## config.mk

```make
export PLATFORM = sky130hd
export DESIGN_NAME = gol_board_stepper
export DESIGN_NICKNAME = d
export VERILOG_FILES = /design/src/rtl/gol_pkg.sv /design/src/rtl/bit_counter.sv /design/src/rtl/gol_cell_rule.sv /design/src/rtl/gol_board_stepper.sv
export SDC_FILE = /design/constraint.sdc
export NUM_CORES = 1
export LEC_CHECK = 0
export ABC_CLOCK_PERIOD_IN_PS = 11000
export CORE_UTILIZATION = 55
export CTS_CLUSTER_SIZE = 30
export DETAILED_ROUTE_END_ITERATION = 10
export PLACE_DENSITY = 0.81
export SYNTH_ARGS = -nofsm -noshare
export SYNTH_HDL_FRONTEND = slang
export SYNTH_SLANG_ARGS = --single-unit
```

## constraint.sdc

```tcl
create_clock -name clk -period 11 [get_ports clk]
set_input_delay 1.65 -clock clk [delete_from_list [all_inputs] [get_ports clk]]
set_output_delay 1.65 -clock clk [all_outputs]
set_load 0.01 [all_outputs]
```

## src/rtl/gol_pkg.sv

```systemverilog
// Shared definitions for the Game of Life board stepper.
//   state_t       : stepper FSM states
//   BIRTH_COUNT   : neighbour count that brings a dead cell to life
//   SURVIVE_COUNT : extra neighbour count that keeps a live cell alive
//   NB_*          : bit position of each neighbour in the 8-bit neighbour byte
package gol_pkg;

    typedef enum logic [1:0] {
        S_IDLE    = 2'd0,
        S_COMPUTE = 2'd1,
        S_COMMIT  = 2'd2
    } state_t;

    localparam logic [3:0] BIRTH_COUNT   = 4'd3;
    localparam logic [3:0] SURVIVE_COUNT = 4'd2;

    localparam int NB_NW = 7;
    localparam int NB_N  = 6;
    localparam int NB_NE = 5;
    localparam int NB_W  = 4;
    localparam int NB_E  = 3;
    localparam int NB_SW = 2;
    localparam int NB_S  = 1;
    localparam int NB_SE = 0;

endpackage

```

## src/rtl/bit_counter.sv

```systemverilog
// Population count of an 8-bit vector.
//   bits  : input vector
//   count : number of set bits, 0..8
module bit_counter (
    input  logic [7:0] bits,
    output logic [3:0] count
);

    always_comb begin
        count = 4'd0;
        for (int i = 0; i < 8; i++) begin
            count = count + {3'd0, bits[i]};
        end
    end

endmodule

```

## src/rtl/gol_cell_rule.sv

```systemverilog
// Conway rule for one cell.
//   alive      : current state of the cell
//   neighbours : 8-neighbour byte (NW,N,NE,W,E,SW,S,SE on bits 7..0)
//   next_alive : state of the cell in the next generation
module gol_cell_rule
    import gol_pkg::*;
(
    input  logic       alive,
    input  logic [7:0] neighbours,
    output logic       next_alive
);

    logic [3:0] count;

    bit_counter u_count (
        .bits  (neighbours),
        .count (count)
    );

    assign next_alive = (count == BIRTH_COUNT) || (alive && (count == SURVIVE_COUNT));

endmodule

```

## src/rtl/gol_board_stepper.sv

```systemverilog
// Game of Life board register with a row-serial generation stepper.
//   clk, rst   : clock, asynchronous active-high reset
//   load       : copy load_cells into the board (IDLE only, wins over step_req)
//   load_cells : board image, cell (r,c) at bit r*COLS+c
//   step_req   : compute one generation (IDLE only)
//   busy       : generation in progress
//   done       : one-cycle pulse once cells holds the new generation
//   cells      : current board
//   generation : generations since last load/reset, wraps
//   changed    : last committed step altered at least one cell
//   all_dead   : cells == 0
//
// state     | meaning
// S_IDLE    | waiting for load or step_req
// S_COMPUTE | one row of the next board per clock, row_ptr = row being built
// S_COMMIT  | next board copied into cells, done raised
module gol_board_stepper
    import gol_pkg::*;
#(
    parameter int ROWS  = 8,
    parameter int COLS  = 8,
    parameter int WRAP  = 1,
    parameter int GEN_W = 16
) (
    input  logic                 clk,
    input  logic                 rst,
    input  logic                 load,
    input  logic [ROWS*COLS-1:0] load_cells,
    input  logic                 step_req,
    output logic                 busy,
    output logic                 done,
    output logic [ROWS*COLS-1:0] cells,
    output logic [GEN_W-1:0]     generation,
    output logic                 changed,
    output logic                 all_dead
);

    localparam int RW = $clog2(ROWS);
    localparam logic [RW-1:0] LAST_ROW = RW'(ROWS - 1);

    state_t               state, state_next;
    logic [RW-1:0]        row_ptr;
    logic [ROWS*COLS-1:0] next_cells;
    logic                 do_load, do_start, do_row, do_commit;

    always_ff @(posedge clk or posedge rst) begin
        if (rst) state <= S_IDLE;
        else     state <= state_next;
    end

    always_comb begin
        state_next = state;
        do_load    = 1'b0;
        do_start   = 1'b0;
        do_row     = 1'b0;
        do_commit  = 1'b0;
        case (state)
            S_IDLE: begin
                if (load) begin
                    do_load = 1'b1;
                end else if (step_req) begin
                    do_start   = 1'b1;
                    state_next = S_COMPUTE;
                end
            end
            S_COMPUTE: begin
                do_row = 1'b1;
                if (row_ptr == LAST_ROW) state_next = S_COMMIT;
            end
            S_COMMIT: begin
                do_commit  = 1'b1;
                state_next = S_IDLE;
            end
            default: state_next = S_IDLE;
        endcase
    end

    // Neighbour rows of the row being computed; off-board rows read as dead
    // when the board does not wrap.
    logic [RW-1:0]   up_ptr, dn_ptr;
    logic            up_ok, dn_ok;
    logic [COLS-1:0] row_up, row_mid, row_dn, row_next;

    always_comb begin
        up_ptr  = (row_ptr == '0) ? LAST_ROW : row_ptr - 1'b1;
        dn_ptr  = (row_ptr == LAST_ROW) ? '0 : row_ptr + 1'b1;
        up_ok   = (WRAP != 0) || (row_ptr != '0);
        dn_ok   = (WRAP != 0) || (row_ptr != LAST_ROW);
        row_mid = cells[row_ptr*COLS +: COLS];
        row_up  = up_ok ? cells[up_ptr*COLS +: COLS] : '0;
        row_dn  = dn_ok ? cells[dn_ptr*COLS +: COLS] : '0;
    end

    for (genvar c = 0; c < COLS; c++) begin : g_col
        localparam int  CL    = (c == 0) ? COLS - 1 : c - 1;
        localparam int  CR    = (c == COLS - 1) ? 0 : c + 1;
        localparam bit  CL_OK = (WRAP != 0) || (c != 0);
        localparam bit  CR_OK = (WRAP != 0) || (c != COLS - 1);
        logic [7:0] nb;

        always_comb begin
            nb        = 8'd0;
            nb[NB_NW] = CL_OK ? row_up[CL] : 1'b0;
            nb[NB_N]  = row_up[c];
            nb[NB_NE] = CR_OK ? row_up[CR] : 1'b0;
            nb[NB_W]  = CL_OK ? row_mid[CL] : 1'b0;
            nb[NB_E]  = CR_OK ? row_mid[CR] : 1'b0;
            nb[NB_SW] = CL_OK ? row_dn[CL] : 1'b0;
            nb[NB_S]  = row_dn[c];
            nb[NB_SE] = CR_OK ? row_dn[CR] : 1'b0;
        end

        gol_cell_rule u_rule (
            .alive      (row_mid[c]),
            .neighbours (nb),
            .next_alive (row_next[c])
        );
    end

    always_ff @(posedge clk or posedge rst) begin
        if (rst) begin
            cells      <= '0;
            next_cells <= '0;
            generation <= '0;
            changed    <= 1'b0;
            done       <= 1'b0;
            row_ptr    <= '0;
        end else begin
            done <= do_commit;
            if (do_load) begin
                cells      <= load_cells;
                generation <= '0;
                changed    <= 1'b0;
            end
            if (do_start) row_ptr <= '0;
            if (do_row) begin
                next_cells[row_ptr*COLS +: COLS] <= row_next;
                row_ptr <= row_ptr + 1'b1;
            end
            if (do_commit) begin
                cells      <= next_cells;
                generation <= generation + 1'b1;
                changed    <= (next_cells != cells);
            end
        end
    end

    assign busy     = (state != S_IDLE);
    assign all_dead = (cells == '0);

endmodule
```

==> flow_summary_export.csv <==
group,metric,value,unit
run_status,outcome,"finished clean",
sta,min_period_over_period,59.0,%
drt,highest_layer,"met5",
sta,setup_violations,0,
clock_network,cts_tree,"done",
clock_network,post-cts-setup-buffers,0,
grt,grt_pass1_vias,9365,
clock_network,post_cts_resized,0,
synthesis,synth_top_family_by_area,"simple AND/OR/NAND/NOR gates",
drt,routed_wl,35900,um
layout,final_nets,1339,
placed_design,port-buffer-count,151,
drt,wl_met3,4270,um
sta,tightest_slew,1310,ps
sta,fin_tns_setup,0,ps
synthesis,synth_warnings,0,
floorplanning,boundaryPins,152,
critical_path,cp.arrival,6820,ps
grt,gr-total-overflow,0,
synthesis,yosys_most_used_dff,"dfrtp_1",
clock_network,path_clk_slew,70,ps
sta,relSlewSlack,12.4,%
synthesis,syn-instance-count,1097,
clock_network,clkLatencyLatePin,440,ps
critical_path,cp.required,11340,ps
synthesis,synth_edf_count,0,
synthesis,synth_fp_nets,1227,
hold_path,min_path_type,"reg2reg",
critical_path,cp_max_fo,17,
layout,antenna_cells,0,
drt,first_pass_iters,7,
critical_path,cpMaxStageDelayCell,"dfrtp_1",
synthesis,synth_fa_ha_area_share,9.46,%
placed_design,place_congestion,0.999,
grt,grt_use_total,37.9,%
critical_path,start_kind,"flop",
grt,grt_pass1_wl,55500,um
sta,slew_viol_final,0,
drt,drt-initial-drc-count,1066,
grt,antenna_found_initial,1,
drt,antenna_left,0,
grt,grt_max_degree,97,
drt,wl_met2,15700,um
clock_network,ctsHtreeMaxLevel,4,
clock_network,hold_buffers,0,
critical_path,crit_top_cell,"fa_1",
sta,final_hold_viol_count,0,
floorplanning,core_area,0.0183,mm2
drt,vias,9663,
drt,drc_errors,0,
placed_design,dp_hpwl,25100,um
sta,rsz0062_at_grt,"no",
clock_network,cts.sinks,151,
drt,wire_per_inst,24.7,um
floorplanning,initial_core_util,57.1,%
sta,fmax,0.154,GHz
synthesis,ys_seq_area_share,36.2,%
drt,viasPerCell,6.66,
synthesis,syn-mean-instance-area,9.51,um2
critical_path,endpoint_kind,"flop",
synthesis,synth.distinct_cells,53,
sta,fin_crit,6490,ps
synthesis,synth.mux.area_fraction,10.6,%
synthesis,synth.cell_area,0.0104,mm2
clock_network,clockBufferDepth,2,
layout,drive_gt1_share,8.67,%
critical_path,cpPeakStageDelay,850,ps
floorplanning,dieHeight,140,um
critical_path,critPathKind,"reg2reg",
synthesis,synth-compound-area-share,15.1,%
floorplanning,die_area,0.0195,mm2
synthesis,ys_seq_elements,151,
drt,drt-met1-wl,13800,um
critical_path,cp_cell_sequence,"inv_1, ha_1, inv_2, mux4_2, a22o_1, fa_1, inv_1, fa_1, inv_1, fa_1, ha_1, fa_1, o21ai_0, o211ai_1, o21ai_0",
clock_network,clock-root-buffer,"clkbuf_16",
synthesis,synthXorXnorAreaFrac,5.80,%
floorplanning,std_cell_rows,49,
clock_network,numCtsBuffers,17,
layout,syn_to_final_growth,20.9,%
floorplanning,fp.dieW,140,um
synthesis,async_flop_share,100,%
sta,skew,9.70,ps
job,drv_cap,0,
synthesis,yosys.area_share.simple,18.4,%
## flip-flops by register name, indices dropped and copies added (netlist names)
name	count
next_cells	64
cells	64
done	1
changed	1
generation	16
row_ptr	3
state	2
## Yosys cell counts, types with 3 or more instances
library cell	instances	area, um2
nand3_1	16	80.1
a211oi_1	6	45.0
clkbuf_1	49	184
nor4_1	34	213
o21bai_1	4	30.0
ha_1	34	425
mux4_2	38	856
buf_2	8	40.0
buf_4	4	30.0
a22o_1	7	61.3
and3b_1	65	569
nor2b_1	4	25.0
o21ai_0	152	761
inv_1	47	176
nor2_1	20	75.1
or2_2	4	25.0
buf_1	5	18.8
o211ai_1	6	45.0
and2_1	4	25.0
mux2_2	6	67.6
a31oi_1	3	18.8
nand4_1	13	81.3
dfrtp_1	151	3780
a21oi_1	77	385
fa_1	28	561
xnor2_1	3	26.3
nand2_1	173	649
nand3_2	3	30.0
mux2i_1	14	140
a21o_1	8	60.1
o21ai_1	12	60.1
and3_1	5	31.3
xor2_1	66	578
## cell usage in the layout, fill, tap and decap left out, types with 4 or more instances in the layout
cell type / count
nor4_1: 34
clkdlybuf4s50_1: 150
a211oi_1: 6
inv_6: 6
fa_1: 28
nand3_1: 16
xor2_1: 66
and2_1: 4
o211ai_1: 6
o21ai_0: 152
a21oi_1: 77
a21o_1: 8
dfrtp_1: 148
clkbuf_16: 17
and3b_1: 65
buf_4: 9
mux2i_1: 14
inv_1: 46
or2_2: 4
mux4_2: 38
nand4_1: 13
nor2b_1: 4
mux2_2: 6
o21ai_1: 12
a22o_1: 7
ha_1: 34
nand2_1: 173
and3_1: 5
nor2_1: 20
## final cells by class
type	count	area [um2]
clock buffers	19	443
clock inverters	13	139
fillers	1432	5660
inverters	48	185
multi-input cells	831	6200
flip-flops and latches	151	3780
well taps	229	287
repair buffers	160	1570
## critical path: cells and delay by family (launching register included)
family	cells	cell delay, ps
fa+ha+maj	6	2900
mux	1	510
buf+inv	4	720
compound gates	4	1390
flops	1	850
## stage by stage
step | area (um2) | utilization, % | hold WS, ps | instances | worst slack (ps)
floorplan | 10400 | - | 490 | 1097 | 5290
global placement | 12000 | 65.8 | 472 | 1419 | 4860
detailed placement | 12000 | 65.8 | 481 | 1419 | 4680
CTS | 12600 | 69.0 | 492 | 1451 | 4660
global route | 12600 | 69.0 | 523 | 1451 | 4150
finish | 12600 | 69.0 | 493 | 1451 | 4510
## kinds of logic (layout without fill, tap and decap cells)
logic type / after synthesis / after routing
AOI/OAI and AO/OA: 285 / 285
xor gates and xnor gates: 69 / 69
adders and majority gates: 62 / 62
buffers and inverters: 115 / 240
DFF: 151 / 151
muxes: 60 / 60
and+or+nand+nor: 355 / 355
## metal layers
metal	GRT usage, %	vias to the layer above
met4	20.4	2
met1	50.8	4682
met5	0	-
li1	-	4142
met3	12.0	161
met2	54.9	676
## final timing paths
check                      slack (ps)                   start                        end  depth (start not counted)
min in group asynchronous        1780                     rst      cells[24]$_DFFE_PP0P_                          2
min                               490     changed$_DFFE_PP0P_        changed$_DFFE_PP0P_                          2
min reg2reg                       490     changed$_DFFE_PP0P_        changed$_DFFE_PP0P_                          2
max in group asynchronous        7940                     rst      cells[48]$_DFFE_PP0P_                          3
max reg2reg                      4510  row_ptr[1]$_DFFE_PP0P_  next_cells[3]$_DFFE_PP0P_                         15
max                              4510  row_ptr[1]$_DFFE_PP0P_  next_cells[3]$_DFFE_PP0P_                         15
Power is not shown: default switching activity piles up to over one toggle a cycle in this logic, so the estimate is an artifact.
